--- src/rtl/alu_vec_pkg.sv ---
// Shared types for the vector ALU: opcodes, FSM states and the div/rem opcode test.
package alu_vec_pkg;

  typedef enum logic [2:0] {
    OP_ADD = 3'b000,
    OP_SUB = 3'b001,
    OP_AND = 3'b010,
    OP_OR  = 3'b011,
    OP_MUL = 3'b100,
    OP_DIV = 3'b101,
    OP_REM = 3'b110,
    OP_XOR = 3'b111
  } op_e;

  typedef enum logic [1:0] {
    IDLE = 2'd0,
    CALC = 2'd1,
    DIV  = 2'd2,
    HOLD = 2'd3
  } state_e;

  localparam logic [2:0] OP_DIV_CODE = 3'b101;
  localparam logic [2:0] OP_REM_CODE = 3'b110;

  function automatic logic is_divrem(input logic [2:0] op);
    return (op == OP_DIV_CODE) || (op == OP_REM_CODE);
  endfunction

endpackage

--- src/rtl/alu_lane_div.sv ---
// One-lane restoring divider: loads magnitudes on start, retires one quotient bit per step.
module alu_lane_div #(
  parameter int WIDTH = 8
) (
  input  logic               clk,
  input  logic               arst,
  input  logic               start_i,
  input  logic               step_i,
  input  logic               signed_i,
  input  logic [WIDTH-1:0]   a_i,
  input  logic [WIDTH-1:0]   b_i,
  output logic [2*WIDTH-1:0] quot_o,
  output logic [2*WIDTH-1:0] rem_o,
  output logic               dz_o
);

  logic [WIDTH-1:0] quo_q, rem_q, dvs_q;
  logic             qneg_q, rneg_q, dz_q;
  logic [WIDTH-1:0] a_mag, b_mag;
  logic [WIDTH:0]   r_sh, trial;
  logic [WIDTH-1:0] quo_step, rem_step;

  // Magnitudes fit in WIDTH unsigned bits, including the most negative value.
  always_comb begin
    a_mag = (signed_i && a_i[WIDTH-1]) ? -a_i : a_i;
    b_mag = (signed_i && b_i[WIDTH-1]) ? -b_i : b_i;
  end

  always_comb begin
    r_sh  = {rem_q, quo_q[WIDTH-1]};
    trial = r_sh - {1'b0, dvs_q};
    if (!trial[WIDTH]) begin
      rem_step = trial[WIDTH-1:0];
      quo_step = {quo_q[WIDTH-2:0], 1'b1};
    end else begin
      rem_step = r_sh[WIDTH-1:0];
      quo_step = {quo_q[WIDTH-2:0], 1'b0};
    end
  end

  always_ff @(posedge clk or posedge arst) begin
    if (arst) begin
      quo_q  <= '0;
      rem_q  <= '0;
      dvs_q  <= '0;
      qneg_q <= 1'b0;
      rneg_q <= 1'b0;
      dz_q   <= 1'b0;
    end else if (start_i) begin
      quo_q  <= a_mag;
      rem_q  <= '0;
      dvs_q  <= b_mag;
      qneg_q <= signed_i & (a_i[WIDTH-1] ^ b_i[WIDTH-1]);
      rneg_q <= signed_i & a_i[WIDTH-1];
      dz_q   <= (b_i == '0);
    end else if (step_i) begin
      quo_q <= quo_step;
      rem_q <= rem_step;
    end
  end

  // Outputs reflect the step in progress so the last step's result is usable on its own edge.
  always_comb begin
    quot_o = qneg_q ? -{{WIDTH{1'b0}}, quo_step} : {{WIDTH{1'b0}}, quo_step};
    rem_o  = rneg_q ? -{{WIDTH{1'b0}}, rem_step} : {{WIDTH{1'b0}}, rem_step};
    dz_o   = dz_q;
  end

endmodule

--- src/rtl/alu_vec_pipe.sv ---
// N-lane vector ALU with a shared valid/ready handshake and per-lane iterative dividers.
module alu_vec_pipe
  import alu_vec_pkg::*;
#(
  parameter int N     = 4,
  parameter int WIDTH = 8
) (
  input  logic                   clk,
  input  logic                   arst,
  input  logic                   in_valid_i,
  output logic                   in_ready_o,
  input  logic [N*WIDTH-1:0]     a_i,
  input  logic [N*WIDTH-1:0]     b_i,
  input  logic [N*3-1:0]         op_i,
  input  logic [N-1:0]           lane_en_i,
  input  logic                   op_signed_i,
  output logic                   out_valid_o,
  input  logic                   out_ready_i,
  output logic [N*2*WIDTH-1:0]   z_o,
  output logic [N-1:0]           dz_o
);

  localparam int W2 = 2 * WIDTH;
  localparam int CW = (WIDTH > 1) ? $clog2(WIDTH) : 1;
  localparam logic [CW-1:0] CNT_LAST = CW'(WIDTH - 1);

  state_e              state_q, state_d;
  logic [CW-1:0]       cnt_q, cnt_d;
  logic                load_res;
  logic                accept;
  logic [N-1:0]        div_req;

  logic [N*WIDTH-1:0]  a_q, b_q;
  logic [N*3-1:0]      op_q;
  logic [N-1:0]        en_q;
  logic                sgn_q;

  logic [N*W2-1:0]     lane_z;
  logic [N-1:0]        lane_dz;
  logic [N*W2-1:0]     z_q;
  logic [N-1:0]        dz_q;

  assign accept = in_valid_i && (state_q == IDLE);

  always_comb begin
    state_d  = state_q;
    cnt_d    = cnt_q;
    load_res = 1'b0;
    case (state_q)
      IDLE: begin
        cnt_d = '0;
        if (in_valid_i) state_d = (|div_req) ? DIV : CALC;
      end
      CALC: begin
        load_res = 1'b1;
        state_d  = HOLD;
      end
      DIV: begin
        if (cnt_q == CNT_LAST) begin
          load_res = 1'b1;
          state_d  = HOLD;
          cnt_d    = '0;
        end else begin
          cnt_d = cnt_q + 1'b1;
        end
      end
      HOLD: begin
        if (out_ready_i) state_d = IDLE;
      end
      default: state_d = IDLE;
    endcase
  end

  always_ff @(posedge clk or posedge arst) begin
    if (arst) begin
      state_q <= IDLE;
      cnt_q   <= '0;
      a_q     <= '0;
      b_q     <= '0;
      op_q    <= '0;
      en_q    <= '0;
      sgn_q   <= 1'b0;
      z_q     <= '0;
      dz_q    <= '0;
    end else begin
      state_q <= state_d;
      cnt_q   <= cnt_d;
      if (accept) begin
        a_q   <= a_i;
        b_q   <= b_i;
        op_q  <= op_i;
        en_q  <= lane_en_i;
        sgn_q <= op_signed_i;
      end
      if (load_res) begin
        z_q  <= lane_z;
        dz_q <= lane_dz;
      end
    end
  end

  genvar gi;
  generate
    for (gi = 0; gi < N; gi++) begin : g_lane
      logic [WIDTH-1:0] a_l, b_l;
      logic [2:0]       op_l;
      logic [W2-1:0]    ea, eb, res, quot, rem;
      logic             div_dz, res_dz;

      assign div_req[gi] = lane_en_i[gi] & is_divrem(op_i[gi*3 +: 3]);
      assign a_l  = a_q[gi*WIDTH +: WIDTH];
      assign b_l  = b_q[gi*WIDTH +: WIDTH];
      assign op_l = op_q[gi*3 +: 3];

      // The divider loads straight from the inputs so all WIDTH DIV cycles are steps.
      alu_lane_div #(.WIDTH(WIDTH)) u_div (
        .clk      (clk),
        .arst     (arst),
        .start_i  (accept),
        .step_i   (state_q == DIV),
        .signed_i (op_signed_i),
        .a_i      (a_i[gi*WIDTH +: WIDTH]),
        .b_i      (b_i[gi*WIDTH +: WIDTH]),
        .quot_o   (quot),
        .rem_o    (rem),
        .dz_o     (div_dz)
      );

      always_comb begin
        ea     = sgn_q ? {{WIDTH{a_l[WIDTH-1]}}, a_l} : {{WIDTH{1'b0}}, a_l};
        eb     = sgn_q ? {{WIDTH{b_l[WIDTH-1]}}, b_l} : {{WIDTH{1'b0}}, b_l};
        res    = '0;
        res_dz = 1'b0;
        case (op_e'(op_l))
          OP_ADD: res = ea + eb;
          OP_SUB: res = ea - eb;
          OP_AND: res = ea & eb;
          OP_OR:  res = ea | eb;
          OP_MUL: res = ea * eb;
          OP_DIV: res = quot;
          OP_REM: res = rem;
          OP_XOR: res = ea ^ eb;
          default: res = '0;
        endcase
        if (is_divrem(op_l) && div_dz) begin
          res    = '0;
          res_dz = 1'b1;
        end
        if (!en_q[gi]) begin
          res    = '0;
          res_dz = 1'b0;
        end
      end

      assign lane_z[gi*W2 +: W2] = res;
      assign lane_dz[gi]         = res_dz;
    end
  endgenerate

  assign in_ready_o  = (state_q == IDLE);
  assign out_valid_o = (state_q == HOLD);
  assign z_o         = z_q;
  assign dz_o        = dz_q;

endmodule
--- config.mk ---
export PLATFORM = sky130hd
export DESIGN_NAME = alu_vec_pipe
export DESIGN_NICKNAME = d
export VERILOG_FILES = /design/src/rtl/alu_vec_pkg.sv /design/src/rtl/alu_lane_div.sv /design/src/rtl/alu_vec_pipe.sv
export SDC_FILE = /design/constraint.sdc
export NUM_CORES = 2
export LEC_CHECK = 0
export CAP_MARGIN = 20
export CORE_AREA = 2 2 293 295
export CTS_CLUSTER_SIZE = 12
export DETAILED_ROUTE_END_ITERATION = 8
export DIE_AREA = 0 0 295 297
export PLACE_DENSITY = 0.65
export SKIP_CTS_REPAIR_TIMING = 1
export SYNTH_ARGS = -nofsm -noshare
export SYNTH_HDL_FRONTEND = slang
export SYNTH_HIERARCHICAL = 1
export SYNTH_SLANG_ARGS = --single-unit
--- constraint.sdc ---
create_clock -name clk -period 5.28 [get_ports clk]
set_input_delay 1.32 -clock clk [delete_from_list [all_inputs] [get_ports clk]]
set_output_delay 1.32 -clock clk [all_outputs]
set_load 0.05 [all_outputs]
# Word level (Yosys, flattened, before mapping)
# Cells that the tools add are included.
dict set report totals {
  register_bits 262
  out_inout_bits 70
  elab_cells 248
}
dict set report classes {
  n_addsub 29
  mul 4
  eq_ne 43
  mux 77
  bitwise 28
  n_reduce_logical 34
}
# cell count
set ops {}
lappend ops {{case mux 16 bit (8 select lines)} 4}
lappend ops {{two-way mux 16 bit} 24}
lappend ops {{two-way mux 8 bit} 28}
lappend ops {{negator 8 -> 16 bit} 8}
lappend ops {{equality test 3 bit, second input constant} 25}
lappend ops {{adder 16 bit} 4}
lappend ops {{AND 16 bit} 4}
lappend ops {{multiplier 16 x 16 -> 16 bit} 4}
lappend ops {{negator 8 bit} 8}
lappend ops {{bitwise OR 16 bit} 4}
lappend ops {{subtractor 16 bit} 4}
lappend ops {{XOR 16 bit} 4}
lappend ops {{subtractor 9 x 8 -> 9 bit} 4}
lappend ops {{zero test 8 bit} 4}
lappend ops {{equality test 3 x 2 -> 1 bit, second input constant} 8}
lappend ops {{logical AND 1 bit} 13}
lappend ops {{two-way mux 1 bit} 13}
lappend ops {{AND 1 bit} 12}
lappend ops {{equality test 3 x 1 -> 1 bit, second input constant} 4}
lappend ops {{zero test 3 bit} 4}
lappend ops {{logical OR 1 bit} 8}
lappend ops {{two-way mux 2 bit} 4}
lappend ops {{case mux 2 bit (4 select lines)} 1}
lappend ops {{case mux 3 bit (2 select lines)} 1}
lappend ops {{12 further kinds} 18}

# Longest topological paths before layout
dict set report logic_depth {
  word_depth 7
  ltp_mapped 26
  depth_no_buf 24
}

# Modules after synthesis
# The synthesis kept the hierarchy.
# module n_inst cells_per_inst area_each_um2
set modules_own_cells {}
lappend modules_own_cells {alu_vec_pipe 1 3229 26795.7}
lappend modules_own_cells {{alu_lane_div (g_lane[1].u_div ...)} 3 349 2737.6}
lappend modules_own_cells {{alu_lane_div (g_lane[0].u_div)} 1 348 2770.2}

# Worst setup path after synthesis
# No wires, ideal clock.
dict set report synth_path {
  path_type {reg-to-reg}
  from {register sgn_q}
  to {register z_q[30], in the netlist z_o[30]}
  arrival_time_ns 5.587
  t_required_ns 5.151
  slack_ns -0.436
  path_stages_with_launch 25
  n_path_buf 3
  path_cell_list {dfrtp_1 buf_2 buf_1 clkbuf_1 nand2_1 xnor2_1 nor2_1 ha_1 inv_1 fa_1 inv_1 fa_1 ha_1 fa_1 inv_1 fa_1 inv_1 ha_1 a21o_1 a21oi_1 nor3b_1 a21oi_1 xor2_1 a221oi_1 o21ai_0}
}
dict set report synth_between {
  elab_chain_cells 5
  word_cells_on_any_way 11
  classes_between {add/sub: 2; mul: 1; mux: 5; bitwise: 3}
}
# element line
set synth_lines {}
lappend synth_lines {{start: declaration} alu_vec_pipe.sv:36} ;# logic sgn_q;
lappend synth_lines {{start signal: assignment} alu_vec_pipe.sv:93} ;# sgn_q <= op_signed_i;
lappend synth_lines {{two-way mux 16 bit, on equally long branches} {alu_vec_pipe.sv:130, alu_vec_pipe.sv:131}}
lappend synth_lines {{multiplier 16 x 16 -> 16 bit, or another cell as far along} alu_vec_pipe.sv:139} ;# OP_MUL: res = ea * eb;
lappend synth_lines {{case mux 16 bit (8 select lines) *} alu_vec_pipe.sv:134} ;# case (op_e'(op_l))
lappend synth_lines {{two-way mux 16 bit *} alu_vec_pipe.sv:145} ;# if (is_divrem(op_l) && div_dz) begin
lappend synth_lines {{two-way mux 16 bit *} alu_vec_pipe.sv:149} ;# if (!en_q[gi]) begin
lappend synth_lines {{end signal: assignment} alu_vec_pipe.sv:96} ;# z_q <= lane_z;
lappend synth_lines {{end: declaration} alu_vec_pipe.sv:40} ;# logic [N*W2-1:0] z_q;
# Every way passes the cells marked *; elsewhere a longest branch is shown, timed or not.
# A chain may end at the register's enable or synchronous reset.

# Worst setup path after layout
dict set report layout_path {
  from {register sgn_q}
  to {register z_q[31], in the netlist z_o[31]}
}
# Same word-level chain as after synthesis.

==> impl_metrics.toml <==
[detailed_routing]
num_vias = 34600
wl_per_cell_um = 19.8
drc_errors = 0
antenna_violating_nets_post_route = 0
post_drt_via_cell_ratio = 5.55
drtPass1Iterations = 5
drtIter0Drc = 2829
wl_um = 124000

[synth]
seq_area_frac_synth_pct = 17.4
synthesis_warning_total = 6
synth.avg_cell_area_um2 = 8.17
combinational_family_with_the_most_area_after_synthesis = "adder cells"
yosys.area_share.simple_pct = 16.4
synth.area.mux_share_pct = 2.81
synth_xor_xnor_area_share_pct = 8.09
synth-seq-cells = 262
synth-compound-area-share_pct = 17.8
async_flop_share_pct = 100
synthesis.instances = 4624
mappedNetlistArea_um2 = 37800
synth_edf_count = 0
ys_dominant_reg_cell = "sky130_fd_sc_hd__dfrtp_1"
synth_fp_nets = 5399
synth_fa_ha_area_share_pct = 28.4
yosysUniqueCellTypes = 98

[timing]
tightest_slew_ns = 1.29
finClkSkew_ns = 0.0182
timing_max_transition_violations_final = 0
final_min_period_over_clock_period_pct = 106
slew_headroom_pct = 13.8
rsz0062_at_grt = "yes"
layout_setup_ws_ns = -0.323
setup-violations-final = 18
fin_crit_ns = 5.60
final_hold_viol_count = 0
maxClockFrequency_mhz = 178

[layout]
diodes = 0
final_layout_size_suffix_gt1_share_pct = 17.2
nNetsFinal = 5844
syn_to_final_growth_pct = 21.3

[hold_path]
worst_hold_startpoint = "z_o[6]$_DFFE_PP0P_"
worst_hold_path.num_cells = 2
min_path_type = "register to register"
holdPathEnd = "z_o[6]$_DFFE_PP0P_"

[worst_setup_path]
cp_slowest_cell = "sky130_fd_sc_hd__fa_1"
worst-path-stages = 23
worstSetupEndpointType = "register"
worst_ep_required_time_ns = 5.71
worstRegToRegCells = 23
criticalPathCategory = "register to register"
path_cells = "buf_12 > buf_12 > and2_4 > buf_6 > nand2_4 > inv_4 > fa_1 > inv_2 > fa_1 > inv_2 > fa_1 > fa_1 > fa_1 > inv_2 > fa_1 > inv_2 > ha_4 > nand3_2 > a211o_1 > a31oi_4 > xnor2_2 > a221oi_2 > o21ai_1"
crit_path_max_incr_delay_ns = 0.54
worstPathMaxFanout = 8
setup.worst_path.start_class = "register"
arrival_ns = 6.04
worst_reg2reg_endpoint = "z_o[31]$_DFFE_PP0P_"
r2r_path_start = "sgn_q$_DFFE_PP0P_"
reg2reg_setup_slack_ns = -0.32
family_with_the_most_delay_on_the_worst_path = "adder cells"
cp.buffers_inverters = 8
timing.critical_path.mode_cell = "sky130_fd_sc_hd__fa_1"

[placement]
gp_congestion = 0.979
post-place-ws_ns = -0.394
io_buffers = 154
place.detailed.hpwl_um = 99000

[floorplanning]
core-area_um2 = 84500
height_of_the_die_um = 297
initial_core_util_pct = 44.7
core.rowCount = 107
floorplan.die.width_um = 295
io-pin-count = 155
design.die.area_um2 = 87600

[cts]
ctsLongestPathBuffers = 3
clkSlewWorstSetupHoldPaths_ns = 0.06
sink_count = 262
worst_skew_pair_latency_ns = 0.57
tritoncts = "yes"
cts_inserted_buffers = 37
clock_tree.root_cell = "sky130_fd_sc_hd__clkbuf_16"
cts_max_level = 2

[status]
outcome = "complete, but fails checks"
failed_checks = "setup timing"

[grt]
largest_net_degree_at_the_start_of_global_routing = 88
first_global_vias = 34100
grt_util_all_layers_pct = 28.0
grt_antenna_before_repair = 2
grt_first_pass_wirelength_um = 194000
global_route.overflow_total = 0

[flow_run]
cap_viol_max_count = 0
==> state kept, by name, summed over array words and instances, names as in the netlist, 4 cells and up <==
register             count
a_q                     32
b_q                     32
dz_o                     4
en_q                     4
g_lane.u_div/dvs_q      32
g_lane.u_div/dz_o        4
g_lane.u_div/qneg_q      4
g_lane.u_div/quo_q      32
g_lane.u_div/rem_q      32
g_lane.u_div/rneg_q      4
op_q                    12
z_o                     64
==> metrics by stage <==
| stage | cell area (um2) | TNS, ns | cells | utilization, % | hold WS, ns |
|---|---|---|---|---|---|
| after detailed placement | 43400 | -5.94 | 6145 | 51.4 | 0.461 |
| after floorplan | 38000 | -0.122 | 4624 | - | 0.463 |
| final | 45800 | -2.95 | 6239 | 54.3 | 0.474 |
| after CTS | 44500 | -6.49 | 6210 | 52.7 | 0.478 |
| after global routing | 45800 | -7.77 | 6239 | 54.3 | 0.498 |
| after global placement | 43300 | -4.44 | 6142 | 51.3 | 0.451 |
==> cells by family (layout without fill, tap and decap cells) <==
kind of cell / Yosys count / in the layout
muxes: 93 / 93
AOI/OAI and AO/OA: 1028 / 1028
and+or+nand+nor: 1351 / 1351
buffers and inverters: 863 / 1334
DFF: 262 / 262
adders and majority gates: 690 / 690
xor gates and xnor gates: 337 / 337
==> worst reg2reg max path, stage by stage (launching register included) <==
cell	delay, ns
sky130_fd_sc_hd__dfrtp_1	0.40
sky130_fd_sc_hd__buf_12	0.15
sky130_fd_sc_hd__buf_12	0.13
sky130_fd_sc_hd__and2_4	0.15
sky130_fd_sc_hd__buf_6	0.11
sky130_fd_sc_hd__nand2_4	0.07
sky130_fd_sc_hd__inv_4	0.04
sky130_fd_sc_hd__fa_1	0.51
sky130_fd_sc_hd__inv_2	0.04
sky130_fd_sc_hd__fa_1	0.48
sky130_fd_sc_hd__inv_2	0.04
sky130_fd_sc_hd__fa_1	0.49
sky130_fd_sc_hd__fa_1	0.51
sky130_fd_sc_hd__fa_1	0.54
sky130_fd_sc_hd__inv_2	0.04
sky130_fd_sc_hd__fa_1	0.51
sky130_fd_sc_hd__inv_2	0.05
sky130_fd_sc_hd__ha_4	0.26
sky130_fd_sc_hd__nand3_2	0.05
sky130_fd_sc_hd__a211o_1	0.32
sky130_fd_sc_hd__a31oi_4	0.17
sky130_fd_sc_hd__xnor2_2	0.09
sky130_fd_sc_hd__a221oi_2	0.23
sky130_fd_sc_hd__o21ai_1	0.08
==> worst max path at each step <==
stage | from | to | slack, ns
after floorplan | sgn_q$_DFFE_PP0P_ | z_o[30]$_DFFE_PP0P_ | -0.11
after global placement | a_q[5]$_DFFE_PP0P_ | z_o[10]$_DFFE_PP0P_ | -0.41
after detailed placement | sgn_q$_DFFE_PP0P_ | z_o[31]$_DFFE_PP0P_ | -0.39
after CTS | sgn_q$_DFFE_PP0P_ | z_o[31]$_DFFE_PP0P_ | -0.40
after global routing | sgn_q$_DFFE_PP0P_ | z_o[31]$_DFFE_PP0P_ | -0.57
final | sgn_q$_DFFE_PP0P_ | z_o[31]$_DFFE_PP0P_ | -0.32
==> metal layers <==
| layer | wire [um] | part of all wire (%) | track usage [%] |
|---|---|---|---|
| met5 | 13 | 0.011 | 0 |
| met1 | 55300 | 45 | 39.0 |
| met3 | 8260 | 6.7 | 4.22 |
| met4 | 3280 | 2.7 | 7.67 |
| met2 | 56600 | 46 | 45.0 |
==> cells in the mapped netlist (20+ instances only) <==
master / number / area share, %
sky130_fd_sc_hd__dfrtp_1: 262 / 17
sky130_fd_sc_hd__nand3_1: 82 / 1.1
sky130_fd_sc_hd__nor3_1: 95 / 1.3
sky130_fd_sc_hd__nor2_1: 499 / 5.0
sky130_fd_sc_hd__a31oi_1: 67 / 1.1
sky130_fd_sc_hd__a21o_1: 47 / 0.93
sky130_fd_sc_hd__a211oi_1: 35 / 0.70
sky130_fd_sc_hd__nand2_1: 416 / 4.1
sky130_fd_sc_hd__a21oi_1: 248 / 3.3
sky130_fd_sc_hd__xnor2_1: 203 / 4.7
sky130_fd_sc_hd__clkinv_1: 65 / 0.65
sky130_fd_sc_hd__mux2i_1: 58 / 1.5
sky130_fd_sc_hd__o31ai_1: 34 / 0.68
sky130_fd_sc_hd__nor2b_1: 30 / 0.50
sky130_fd_sc_hd__or3_1: 28 / 0.46
sky130_fd_sc_hd__a221oi_1: 47 / 1.1
sky130_fd_sc_hd__and3_1: 20 / 0.33
sky130_fd_sc_hd__a22o_1: 52 / 1.2
sky130_fd_sc_hd__xor2_1: 125 / 2.9
sky130_fd_sc_hd__a311oi_1: 36 / 0.83
sky130_fd_sc_hd__nand4_1: 20 / 0.33
sky130_fd_sc_hd__mux2_2: 24 / 0.72
sky130_fd_sc_hd__o21ai_0: 286 / 3.8
sky130_fd_sc_hd__inv_1: 583 / 5.8
sky130_fd_sc_hd__nand2b_1: 46 / 0.76
sky130_fd_sc_hd__clkbuf_1: 147 / 1.5
sky130_fd_sc_hd__fa_1: 280 / 15
sky130_fd_sc_hd__ha_1: 410 / 14
sky130_fd_sc_hd__buf_2: 20 / 0.26
sky130_fd_sc_hd__o21a_1: 25 / 0.50
==> layout make-up <==
type | instances | area, um2
inverters | 657 | 2540
flip-flops and latches | 262 | 6560
repair buffers | 612 | 5240
clock inverters | 18 | 161
clock buffers | 47 | 1000
multi-input cells | 3499 | 28900
fillers | 7902 | 38600
well taps | 1144 | 1430
==> cell usage in the layout, fill, tap and decap left out, drive strengths merged, types with 11 or more instances in the layout <==
cell type      instances
buf                  458
a21o                  47
o21ai                294
inv                  605
a311oi                42
a211oi                39
dfrtp                262
nand2b                46
o22ai                 19
ha                   410
nor3                 104
a221oi                47
nand2                416
and2                  12
a21oi                248
clkbuf                48
a31oi                 68
clkdlybuf4s50        153
clkinv                57
a22oi                 15
nor2                 504
o31ai                 38
nand4                 20
nor2b                 30
and3                  20
xor2                 125
or3                   32
clkinvlp              12
nor3b                 14
nor4b                 12
nand3b                11
o21a                  25
mux2                  29
fa                   280
nand3                 82
xnor2                206
mux2i                 58
a22o                  52
or2                   14
a21boi                14
Power is left out: the tool's default activity adds up to more than one toggle a clock period on the data nets, which glitch-free logic cannot reach.
